## src/rtl/pong_input_pkg.sv

```systemverilog
// Purpose : shared encodings for the pong input path (owner/source codes, mode, command bit layout).
// Latency : n/a (types and constants only).
// Backpressure: n/a.
package pong_input_pkg;

    // Owner and source codes share one encoding, identical to the existing input_mode values.
    typedef enum logic [1:0] {
        OWN_BTN  = 2'd0,
        OWN_KBD  = 2'd1,
        OWN_PAD  = 2'd2,
        OWN_NONE = 2'd3
    } owner_e;

    localparam logic [1:0] MODE_AUTO = 2'd3;

    // Bit positions inside every 4-bit source command vector.
    localparam int CMD_P1_UP   = 0;
    localparam int CMD_P1_DOWN = 1;
    localparam int CMD_P2_UP   = 2;
    localparam int CMD_P2_DOWN = 3;

    // Bit positions inside src_present.
    localparam int SRC_BTN = 0;
    localparam int SRC_KBD = 1;
    localparam int SRC_PAD = 2;

    // Up and down together means the player is confused; drive neither.
    function automatic logic [1:0] cancel_conflict(input logic [1:0] c);
        return (&c) ? 2'b00 : c;
    endfunction

endpackage

```

## src/rtl/paddle_owner_fsm.sv

```systemverilog
// Purpose : per-player ownership FSM choosing which source drives this paddle, with idle timeout.
// Latency : 1 cycle from input change to registered owner/cmd, including the claim edge.
// Backpressure: none; sources are level signals sampled every cycle.
//
// Ports: clk/rst (async active-low); cmd_btn/cmd_kbd/cmd_pad = masked {down,up} per source;
//        src_present = link-alive per source; mode_sel = forced source or auto;
//        owner = registered owner code; cmd = registered {down,up} after conflict cancel.
module paddle_owner_fsm
    import pong_input_pkg::*;
#(
    parameter int IDLE_TIMEOUT = 50_000_000
) (
    input  logic       clk,
    input  logic       rst,
    input  logic [1:0] cmd_btn,
    input  logic [1:0] cmd_kbd,
    input  logic [1:0] cmd_pad,
    input  logic [2:0] src_present,
    input  logic [1:0] mode_sel,
    output logic [1:0] owner,
    output logic [1:0] cmd
);

    localparam int                CNT_W    = $clog2(IDLE_TIMEOUT + 1);
    localparam logic [CNT_W-1:0]  CNT_LAST = CNT_W'(IDLE_TIMEOUT - 1);

    owner_e           state_q, state_d;
    logic [CNT_W-1:0] cnt_q, cnt_d;
    logic             forced_q;   // previous edge was in a forced mode
    logic [1:0]       cmd_q, cmd_d;
    logic [1:0]       owner_cmd;
    logic             owner_present;
    logic [1:0]       sel_cmd;

    always_ff @(posedge clk or negedge rst) begin
        if (!rst) begin
            state_q  <= OWN_NONE;
            cnt_q    <= '0;
            forced_q <= 1'b0;
            cmd_q    <= 2'b00;
        end else begin
            state_q  <= state_d;
            cnt_q    <= cnt_d;
            forced_q <= (mode_sel != MODE_AUTO);
            cmd_q    <= cmd_d;
        end
    end

    always_comb begin
        state_d       = state_q;
        cnt_d         = '0;
        owner_cmd     = 2'b00;
        owner_present = 1'b0;
        sel_cmd       = 2'b00;

        case (state_q)
            OWN_BTN: begin owner_cmd = cmd_btn; owner_present = src_present[SRC_BTN]; end
            OWN_KBD: begin owner_cmd = cmd_kbd; owner_present = src_present[SRC_KBD]; end
            OWN_PAD: begin owner_cmd = cmd_pad; owner_present = src_present[SRC_PAD]; end
            default: begin owner_cmd = 2'b00;   owner_present = 1'b0;                 end
        endcase

        if (mode_sel != MODE_AUTO) begin
            state_d = owner_e'(mode_sel);
        end else if (forced_q) begin
            // Leaving a forced mode always starts auto arbitration from scratch.
            state_d = OWN_NONE;
        end else if (state_q == OWN_NONE) begin
            if      (|cmd_pad) state_d = OWN_PAD;
            else if (|cmd_kbd) state_d = OWN_KBD;
            else if (|cmd_btn) state_d = OWN_BTN;
        end else if (!owner_present) begin
            state_d = OWN_NONE;
        end else if (|owner_cmd) begin
            cnt_d = '0;
        end else if (cnt_q == CNT_LAST) begin
            // A release edge never re-claims; any waiting source gets it next edge.
            state_d = OWN_NONE;
        end else begin
            cnt_d = cnt_q + 1'b1;
        end

        // Outputs come from the owner chosen on this same edge.
        case (state_d)
            OWN_BTN: sel_cmd = cmd_btn;
            OWN_KBD: sel_cmd = cmd_kbd;
            OWN_PAD: sel_cmd = cmd_pad;
            default: sel_cmd = 2'b00;
        endcase
        cmd_d = cancel_conflict(sel_cmd);
    end

    assign owner = state_q;
    assign cmd   = cmd_q;

endmodule

```

## src/rtl/paddle_input_arbiter.sv

```systemverilog
// Purpose : masks absent input sources and arbitrates per-player paddle ownership between btn/kbd/pad.
// Latency : 1 cycle from source input to registered paddle command and owner.
// Backpressure: none; all inputs are levels sampled every cycle.
//
// Ports: clk/rst (async active-low); mode_sel 0..2 forces a source, 3 = auto;
//        src_btn/src_kbd/src_pad = {p2_down,p2_up,p1_down,p1_up}; src_present = link alive per source;
//        p1_up..p2_down = registered commands; p1_owner/p2_owner = 0 btn, 1 kbd, 2 pad, 3 none.
module paddle_input_arbiter
    import pong_input_pkg::*;
#(
    parameter int IDLE_TIMEOUT = 50_000_000
) (
    input  logic       clk,
    input  logic       rst,
    input  logic [1:0] mode_sel,
    input  logic [3:0] src_btn,
    input  logic [3:0] src_kbd,
    input  logic [3:0] src_pad,
    input  logic [2:0] src_present,
    output logic       p1_up,
    output logic       p1_down,
    output logic       p2_up,
    output logic       p2_down,
    output logic [1:0] p1_owner,
    output logic [1:0] p2_owner
);

    logic [3:0] btn_m, kbd_m, pad_m;
    logic [1:0] p1_cmd, p2_cmd;

    // An absent source looks completely idle to everything downstream.
    assign btn_m = src_btn & {4{src_present[SRC_BTN]}};
    assign kbd_m = src_kbd & {4{src_present[SRC_KBD]}};
    assign pad_m = src_pad & {4{src_present[SRC_PAD]}};

    paddle_owner_fsm #(.IDLE_TIMEOUT(IDLE_TIMEOUT)) u_p1 (
        .clk         (clk),
        .rst         (rst),
        .cmd_btn     (btn_m[CMD_P1_DOWN:CMD_P1_UP]),
        .cmd_kbd     (kbd_m[CMD_P1_DOWN:CMD_P1_UP]),
        .cmd_pad     (pad_m[CMD_P1_DOWN:CMD_P1_UP]),
        .src_present (src_present),
        .mode_sel    (mode_sel),
        .owner       (p1_owner),
        .cmd         (p1_cmd)
    );

    paddle_owner_fsm #(.IDLE_TIMEOUT(IDLE_TIMEOUT)) u_p2 (
        .clk         (clk),
        .rst         (rst),
        .cmd_btn     (btn_m[CMD_P2_DOWN:CMD_P2_UP]),
        .cmd_kbd     (kbd_m[CMD_P2_DOWN:CMD_P2_UP]),
        .cmd_pad     (pad_m[CMD_P2_DOWN:CMD_P2_UP]),
        .src_present (src_present),
        .mode_sel    (mode_sel),
        .owner       (p2_owner),
        .cmd         (p2_cmd)
    );

    assign p1_up   = p1_cmd[0];
    assign p1_down = p1_cmd[1];
    assign p2_up   = p2_cmd[0];
    assign p2_down = p2_cmd[1];

endmodule

```

## config.mk

```make
export PLATFORM = sky130hd
export DESIGN_NAME = paddle_input_arbiter
export DESIGN_NICKNAME = d
export VERILOG_FILES = /design/src/rtl/pong_input_pkg.sv /design/src/rtl/paddle_owner_fsm.sv /design/src/rtl/paddle_input_arbiter.sv
export SDC_FILE = /design/constraint.sdc
export NUM_CORES = 1
export LEC_CHECK = 0
export ABC_AREA = 1
export BUFFER_PORTS_ARGS = -buffer_cell sky130_fd_sc_hd__buf_4
export CAP_MARGIN = 20
export CORE_ASPECT_RATIO = 0.5
export CORE_MARGIN = 2
export CORE_UTILIZATION = 40
export DETAILED_ROUTE_END_ITERATION = 12
export MAX_ROUTING_LAYER = met4
export SYNTH_ARGS = -nofsm -noshare
export SYNTH_HDL_FRONTEND = slang
export SYNTH_SLANG_ARGS = --single-unit
```

## constraint.sdc

```tcl
create_clock -name clk -period 2.12 [get_ports clk]
set_clock_uncertainty 0.2 [all_clocks]
set_input_delay 0.212 -clock clk [delete_from_list [all_inputs] [get_ports clk]]
set_output_delay 0.212 -clock clk [all_outputs]
set_load 0.05 [all_outputs]
```

==> flow_metrics.tcl, run 1 <==
set metrics [dict create \
    mostFrequentLayoutCell "nand2_1" \
    routabilityCongestion 0.855 \
    p_total_mw 2.96 \
    whs_ns 0.0996 \
    clk-insertion-delay-late_ns 0.33 \
    layout_common_cells "nand2_1, nor2_1, dfrtp_1" \
    antenna_cells 0 \
    dr.pass1.iters 4 \
    status "finished, final reports clean" \
    gr-total-overflow 0 \
    pre_cts_ws_ns 0.0447 \
    fp.dieArea_um2 9840 \
    layout.area.seq_um2 1530 \
    io_pins 27 \
    regToRegEndpoint "u_p2.cmd[0]" \
    crit_path_start_kind "flop" \
    yosysTopAreaCell "dfrtp_1" \
    tightestPinTransition_ns 0.445 \
    cts_root_buffer "clkbuf_16" \
    r2r_cells 13 \
    port_buffers 26 \
    synth.area.top_cells "dfrtp_1, nand2_1, nor2_1" \
    critPathArrivalTime_ns 2.14 \
    syn_area_um2 3610 \
    cts_buffers 9 \
    track_usage_pct 17.8 \
    ys_seq_area_share_pct 42.5 \
    synth.ff_latch_count 61 \
    rsz0062_at_grt "yes" \
    clk_pin_slew_worst_paths_ns 0.06 \
    dpl_cell_area_um2 4020 \
    end_kind "flop" \
    cts_tree "yes" \
    num_rows 24 \
    drc_errors 0 \
    slew_violations 0 \
    dpl.hpwl_um 5740 \
    slew_headroom_pct 70.1 \
    syn_inst 480 \
    drtAntennaViolNets 0 \
    cts.sink_count 61 \
    period_minus_slack_ns 2.08 \
    fmax_mhz 480 \
    core_um2 8740 \
    crit_fanout 4 \
    cap_violations 0 \
    post-route-period-util_pct 98.2 \
    via_per_inst 4.89 \
    grt_pass1_wl_um 13600 \
    finalHoldViolations 0 \
    critPathKind "flop to flop" \
    cp-endpoint "u_p2.cmd[0]" \
    finalSetupViolCount 0 \
    synth_cell_type_count 40 \
    cp.required_ns 2.18 \
    cellLeakagePower_nw 2.08 \
    synth_top_cell_area_share_pct 39.5 \
    start_util_pct 41.3 \
    drive_gt1_share_pct 24.8 \
    cp-startpoint "u_p2.cnt_q[0]" \
    vias 3220 \
    grt_max_degree 35 \
    synth-warning-count 0 \
    multi_input_area_um2 2000 \
    htree_levels 3 \
    die_width_um 138 \
    cts_buffer_depth 2 \
    worst_slack_ns 0.0375 \
    drt_wl_total_um 8100 \
    reg2reg_from "u_p2.cnt_q[0]" \
    drt_iter0_markers 158 \
    r2r_slack_ns 0.04 \
    wl_per_cell_um 12.3 \
    final_cell_area_um2 4590 \
    die_h_um 71.2 \
    avgSynthCellArea_um2 7.52 \
    fillers 825 \
    nets 557 \
    mappedNetlistNets 501 \
    grt_pass1_vias 2998 \
    antenna_found_initial 0 \
    area_delta_synth_final_pct 27.1 \
    hold_path.class "input pin to flop" \
    ir_worst_vdd_mv 0.426 \
    power.density_nw_per_um2 646 \
    min-delay-start "src_kbd[2]" \
]
-- worst min path at each step --
| stage | end | cells after the start |
|---|---|---|
| after floorplan | u_p1.cmd[0] | 0 |
| after global placement | u_p2.cnt_q[11] | 1 |
| after detailed placement | u_p2.cnt_q[11] | 1 |
| after CTS | u_p2.cmd[1] | 6 |
| after global routing | u_p1.cmd[1] | 6 |
| final | u_p2.cmd[1] | 6 |
-- metal layers --
layer	share of wire [%]	track usage, %
met2	45	26.7
met1	50	23.6
met4	1.4	5.44
met5	0	-
met3	3.7	4.94
-- registers in the layout, indices dropped and copies added (netlist names) --
name	cells
u_p1.cnt_q	26
u_p2.cnt_q	26
u_p1.cmd	2
u_p1.owner	2
u_p2.cmd	2
u_p2.owner	2
u_p1.forced_q	1
-- area by class of cell --
| class | instances | share of cell area (%) |
|---|---|---|
| multi-input combinational | 356 | 43.5 |
| clock inverter | 4 | 1.04 |
| inverter | 61 | 5.05 |
| timing repair buffer | 47 | 8.19 |
| clock buffer | 12 | 5.59 |
| tap | 117 | 3.19 |
| sequential | 61 | 33.4 |
-- critical path: stages, from the launching register on --
cell,delay [ns]
dfrtp_1,0.36
ha_2,0.19
nand2_2,0.07
nor2_4,0.18
nand2_2,0.09
nor2_4,0.12
nand3_2,0.10
nand2_2,0.11
nand2_4,0.07
a21oi_4,0.19
nand3_2,0.11
nand2_1,0.08
nor2_1,0.04
nor2_1,0.10
-- kinds of logic (layout without fill, tap and decap cells) --
| group | after synthesis | count (layout) | synth area share [%] |
|---|---|---|---|
| and+or+nand+nor | 287 | 287 | 37.6 |
| buffers and inverters | 63 | 124 | 6.62 |
| DFF | 61 | 61 | 42.5 |
| AOI/OAI and AO/OA | 46 | 46 | 7.53 |
| xor gates and xnor gates | 21 | 21 | 5.10 |
| adders and majority gates | 2 | 2 | 0.694 |
-- cells in the mapped netlist --
master and number:
nor2_1 87, inv_2 6, xnor2_1 7, buf_2 2, o21ai_0 9, nor4_1 1, nor3_1 12, nor3b_2 1
nor3_2 1, nor3b_1 2, and3_1 2, nor2_4 6, a21oi_2 4, dfstp_2 4, a21oi_1 17, inv_1 54
or2_0 1, nand4_1 5, and2_4 1, a2111oi_0 2, nand2_1 114, nor2_2 4, nand3_1 30, nor3_4 4
a21o_1 1, ha_1 2, xor2_1 14, dfrtp_1 57, a31oi_1 2, and2_1 1, nand3_2 4, o21ai_1 6
o31ai_1 1, o21bai_1 1, nand3b_1 4, o41ai_1 1, nand2_2 6, nand3_4 1, clkinv_1 1, a211oi_1 2
-- power by group --
group          total, mW  switching, mW  internal, mW
combinational      0.276          0.179        0.0967
sequential          1.19         0.0111          1.18
clock               1.49          0.525         0.969
total               2.96          0.716          2.25
-- metrics by stage --
step	cells	util, %	TNS [ns]
floorplan	480	-	0
CTS	650	49.9	0
finish	658	52.5	0
detailed placement	630	46.0	0
global placement	630	46.0	0
global route	658	52.5	-0.311
-- repair_timing --
action	4_1_cts	5_1_grt
hold buffers	4	0
resized for setup	0	48
setup endpoints to repair	0	31
endpoints found under the hold margin	37	0
buffers inserted	0	8
(Power assumes the default switching activity.)
==> run 2: changes to the inputs <==
Settings changed: ABC_AREA 1 to default.
==> run 2 against run 1 <==
Compared with the run above: the run now ends with setup timing left; area after synthesis is 5.5% lower; flip-flop and latch count stayed put; sequential power about the same; via count up 0.84%; final area increased by 13%; synthesized cell count fell by 23%; critical endpoint is now u_p1.cmd[1].
==> flow_metrics.tcl, run 2 <==
set metrics [dict create \
    cts_buffer_depth 2 \
    synth-warning-count 0 \
    status "complete, but fails checks" \
    finalSetupViolCount 53 \
    end_kind "flop" \
    post-route-period-util_pct 115 \
    nets 523 \
    track_usage_pct 21.5 \
    r2r_slack_ns -0.32 \
    syn_area_um2 3410 \
    drt_iter0_markers 199 \
    violations "setup timing" \
    crit_path_start_kind "flop" \
    synthFlopType "dfrtp_1" \
    die_h_um 69.3 \
    dr.pass1.iters 4 \
    ys_seq_area_share_pct 44.9 \
    routabilityCongestion 0.971 \
    die_width_um 135 \
    ir_worst_vdd_mv 0.358 \
    multi_input_area_um2 2060 \
    p_total_mw 3.13 \
    synth_top_cell_area_share_pct 41.9 \
    drt_wl_total_um 9680 \
    antenna_cells 0 \
    final_cell_area_um2 5160 \
    layout.area.seq_um2 1540 \
    rsz0062_at_grt "yes" \
    cellLeakagePower_nw 2.19 \
    tightestPinTransition_ns 0.797 \
    cp-startpoint "u_p1.cnt_q[1]" \
    hold_path.class "input pin to flop" \
    port_buffers 26 \
    fmax_mhz 410 \
    drive_gt1_share_pct 42.6 \
    fp.dieArea_um2 9320 \
    grt_max_degree 62 \
    critPathArrivalTime_ns 2.46 \
    slew_headroom_pct 46.9 \
    power.density_nw_per_um2 605 \
    critPathSlowestCell "or4_4" \
    tns_ns -2.35 \
    wl_per_cell_um 15.6 \
    clk_pin_slew_worst_paths_ns 0.05 \
    critPathKind "flop to flop" \
    top_regs "u_p1.cnt_q x26, u_p2.cnt_q x26" \
    cts_buffers 9 \
    syn_inst 372 \
    cp.required_ns 2.14 \
    min-delay-start "src_pad[2]" \
    htree_levels 3 \
    fillers 676 \
    dp.cells 584 \
    mappedNetlistNets 393 \
    num_rows 23 \
    grt_pass1_vias 3330 \
    synth_edf_count 0 \
    synth.ff_latch_count 61 \
    synthArstFlopShare_pct 100 \
    synth_cell_type_count 56 \
    yosysMostFrequentCell "nor2_1" \
    vias 3247 \
    gr-total-overflow 0 \
    cap_violations 0 \
    crit_fanout 3 \
    io_pins 27 \
    reg2reg_from "u_p1.cnt_q[1]" \
    start_util_pct 41.8 \
    worstPathCellList "ha_2, nand3_2, or4_4, a2111oi_4, o221a_4, mux2i_2, o21ai_2, o21a_1" \
    cts_tree "yes" \
    cts.sink_count 61 \
    clk-insertion-delay-late_ns 0.33 \
    dpl_cell_area_um2 4390 \
    slew_violations 0 \
    period_minus_slack_ns 2.44 \
    via_per_inst 5.25 \
    synth.area.top_cells "dfrtp_1, nor2_1, xor2_1" \
    critPathMaxStageDelay_ns 0.52 \
    core_um2 8140 \
    synth_common_cells "nor2_1, dfrtp_1, nand2_1, xor2_1, nand3_1" \
    drtAntennaViolNets 0 \
    area_delta_synth_final_pct 51.5 \
    yosysTopAreaCell "dfrtp_1" \
    avgSynthCellArea_um2 9.16 \
    layout_common_cells "buf_4, dfrtp_1, nor2_1" \
    final_cells 619 \
    drc_errors 0 \
    worst_slack_ns -0.319 \
    antenna_found_initial 0 \
    cts_root_buffer "clkbuf_16" \
    mostFrequentLayoutCell "buf_4" \
    finalHoldViolations 0 \
    grt_pass1_wl_um 15500 \
    dpl.hpwl_um 6330 \
]
==> run 2: cell count changes in the layout (fill, tap and decap cells not counted), sizes merged, moves of 12 or more <==
| cell | before | now |
|---|---|---|
| nor2 | 97 | 66 |
| nand2 | 120 | 32 |
| xnor2 | 7 | 19 |
| a21oi | 21 | 9 |
| inv | 60 | 10 |
| nand4 | 5 | 17 |
| buf | 43 | 125 |
==> run 2: metal layers <==
| layer | track usage (%) | vias up | wire length (µm) |
|---|---|---|---|
| met3 | 6.80 | 13 | 340 |
| met5 | - | - | 0 |
| li1 | - | 1568 | - |
| met1 | 25.0 | 1600 | 4230 |
| met4 | 5.26 | 0 | 117 |
| met2 | 36.5 | 66 | 4990 |
==> run 2: path summary, 6_finish.rpt <==
path	end	cells past startpoint
min in group asynchronous	u_p1.cnt_q[19]	2
max in group asynchronous	u_p2.cnt_q[7]	2
setup reg to reg	u_p1.cmd[1]	8
hold / removal	u_p2.cmd[0]	3
setup / recovery	u_p1.cmd[1]	8
hold reg to reg	u_p1.cnt_q[25]	2
==> run 2: kinds of logic (layout without fill, tap and decap cells) <==
group	Yosys count	count (layout)	share of synthesized area (%)
AOI/OAI and AO/OA	48	48	10.1
xor gates and xnor gates	44	44	11.3
adders and majority gates	2	2	0.734
buffers and inverters	21	156	2.61
DFF	61	61	44.9
muxes	8	8	2.42
and+or+nand+nor	188	188	27.9
==> run 2: layout make-up <==
cell class | count | share of cell area [%]
timing repair buffer | 130 | 20.6
sequential | 61 | 29.7
tap | 112 | 2.71
clock buffer | 12 | 4.97
multi-input combinational | 290 | 39.9
clock inverter | 4 | 1.36
inverter | 10 | 0.727
==> run 2: what timing repair did <==
action	in CTS	in global routing
setup buffers	4	10
cloned	0	2
hold endpoints to repair	58	0
pin swaps	3	14
setup endpoints to repair	49	44
resized for setup	12	59
hold buffers	3	0
==> run 2: power breakdown <==
| part | switching (mW) | internal [mW] | total (mW) |
|---|---|---|---|
| clock network | 0.518 | 1.09 | 1.61 |
| registers | 0.00993 | 1.18 | 1.19 |
| logic | 0.191 | 0.136 | 0.326 |
==> run 2: per-stage QoR <==
stage               setup slack, ns  hold WS [ns]  util, %
floorplan                    -0.264        -0.284        -
global placement             -0.123         0.129     53.8
detailed placement           -0.325         0.149     53.8
CTS                          -0.278        0.0338     59.3
global route                 -0.395        0.0418     63.4
finish                       -0.319        0.0368     63.4
==> run 2: worst max-delay path, delay by kind of cell, from the launching register on <==
| kind | cells | cell delay (ns) |
|---|---|---|
| AO/OA/AOI/OAI | 4 | 0.69 |
| AND/OR/NAND/NOR | 2 | 0.61 |
| flip-flops | 1 | 0.36 |
| multiplexers | 1 | 0.25 |
| adder cells (fa/ha/maj) | 1 | 0.20 |
==> run 3: changes to the inputs <==
--- a/constraint.sdc
+++ b/constraint.sdc
@@ -4,2 +4,2 @@
 set_output_delay 0.212 -clock clk [all_outputs]
-set_load 0.05 [all_outputs]
+set_load 0.01 [all_outputs]
==> run 3 against run 2 <==
Compared with the run above: the run still ends with setup timing left; cell count down 1.9%; final area down 3.3%; critical path type unchanged; utilization down 2.1 points; combinational power down 16%; largest cell class unchanged; global-route usage down 1.4 points; highest routed layer unchanged; count of clock-buffer cells in the layout down 1; sequential power about the same; die area unchanged; routed wire length down 8.3%; hold slack worse by 0.013 ns; sequential share of layout area up 0.93 points.
==> flow_metrics.tcl, run 3 (synthesis results as in run 2) <==
set metrics [dict create \
    crit_fanout 4 \
    fin_util_pct 61.3 \
    dpl_cell_area_um2 4330 \
    finalHoldViolations 0 \
    reg2reg_from "u_p1.cnt_q[1]" \
    whs_path_depth 3 \
    layout_common_cells "buf_4, dfrtp_1, nor2_1" \
    drc_errors 0 \
    final_cells 607 \
    tightestPinTransition_ns 0.791 \
    fp.dieArea_um2 9320 \
    final_cell_area_um2 5000 \
    slew_headroom_pct 47.3 \
    end_kind "flop" \
    worst_slack_ns -0.167 \
    cts_root_buffer "clkbuf_16" \
    dp.cells 582 \
    wl_per_cell_um 14.6 \
    r2r_slack_ns -0.17 \
    grt_max_degree 62 \
    area_delta_synth_final_pct 46.6 \
    drt_wl_total_um 8880 \
    io_pins 27 \
    mostFrequentLayoutCell "buf_4" \
    cts_buffers 9 \
    antenna_cells 0 \
    clk-insertion-delay-late_ns 0.33 \
    whs_ns 0.0243 \
    min-delay-start "src_pad[2]" \
    fillers 664 \
    violations "setup timing" \
    drt_iter0_markers 97 \
    finalSetupViolCount 25 \
    status "complete, but fails checks" \
    cp.required_ns 2.20 \
    power.density_nw_per_um2 563 \
    track_usage_pct 20.1 \
    via_per_inst 5.19 \
    rsz0062_at_grt "yes" \
    cap_violations 0 \
    critPathArrivalTime_ns 2.36 \
    dr.pass1.iters 4 \
    pre_cts_ws_ns -0.201 \
    grt_pass1_vias 3249 \
    nets 511 \
    cts_buffer_depth 2 \
    multi_input_area_um2 2070 \
    routabilityCongestion 0.880 \
    fmax_mhz 437 \
    crit_path_start_kind "flop" \
    die_h_um 69.3 \
    vias 3152 \
    post-route-period-util_pct 108 \
    regToRegEndpoint "u_p1.cmd[1]" \
    num_rows 23 \
    cts.sink_count 61 \
    start_util_pct 41.8 \
    ir_worst_vdd_mv 0.391 \
    top_regs "u_p1.cnt_q x26, u_p2.cnt_q x26" \
    die_width_um 135 \
    hold_end "u_p2.cmd[0]" \
    r2r_cells 8 \
    cts_tree "yes" \
    htree_levels 3 \
    hold_path.class "input pin to flop" \
    critPathKind "flop to flop" \
    antenna_found_initial 0 \
    gr-total-overflow 0 \
    port_buffers 26 \
    drtAntennaViolNets 0 \
    dpl.hpwl_um 6220 \
    layout.area.seq_um2 1530 \
    grt_pass1_wl_um 14600 \
    cellLeakagePower_nw 2.07 \
    tns_ns -0.926 \
    p_total_mw 2.81 \
    drive_gt1_share_pct 40.0 \
    core_um2 8140 \
    cp-startpoint "u_p1.cnt_q[1]" \
    clk_pin_slew_worst_paths_ns 0.05 \
    period_minus_slack_ns 2.29 \
    slew_violations 0 \
]
==> run 3: report_power, final <==
group / switching, mW / internal [mW]
combinational: 0.144 / 0.129
clock: 0.506 / 0.842
sequential: 0.00884 / 1.18
total: 0.658 / 2.15
==> run 3: repair_timing <==
item / CTS / global route
hold buffers: 3 / 0
resized for setup: 16 / 64
pin swaps: 4 / 12
endpoints found under the hold margin: 58 / 0
buffers inserted: 3 / 2
endpoints found under the setup margin: 43 / 52
gates cloned: 1 / 0
==> run 3: worst max path at each step <==
stage          slack, ns           to
6_report           -0.17  u_p1.cmd[1]
5_1_grt            -0.28  u_p1.cmd[1]
4_1_cts            -0.18  u_p1.cmd[1]
3_5_place_dp       -0.20  u_p1.cmd[1]
3_3_place_gp       -0.12  u_p1.cmd[0]
2_1_floorplan      -0.16  u_p1.cmd[1]
==> run 3: per-layer routing <==
metal | part of all wire [%] | GRT usage (%) | vias up
li1 | - | - | 1544
met1 | 44 | 23.2 | 1553
met2 | 51 | 34.0 | 42
met3 | 3.1 | 5.85 | 13
met4 | 1.4 | 6.55 | 0
met5 | 0 | - | -
==> run 3: area by class of cell <==
type,count,share of cell area (%)
timing repair buffer,118,18.8
sequential,61,30.7
multi-input combinational,290,41.4
clock buffer,11,5.06
clock inverter,5,0.501
tap,112,2.80
inverter,10,0.751
==> run 3: critical path: stages, from the launching register on <==
cell and delay, ns:
dfrtp_1 0.35, ha_2 0.19, nand3_2 0.08, or4_4 0.51, a2111oi_4 0.22, o221a_4 0.24
buf_4 0.13, and4b_2 0.21, o21a_1 0.10
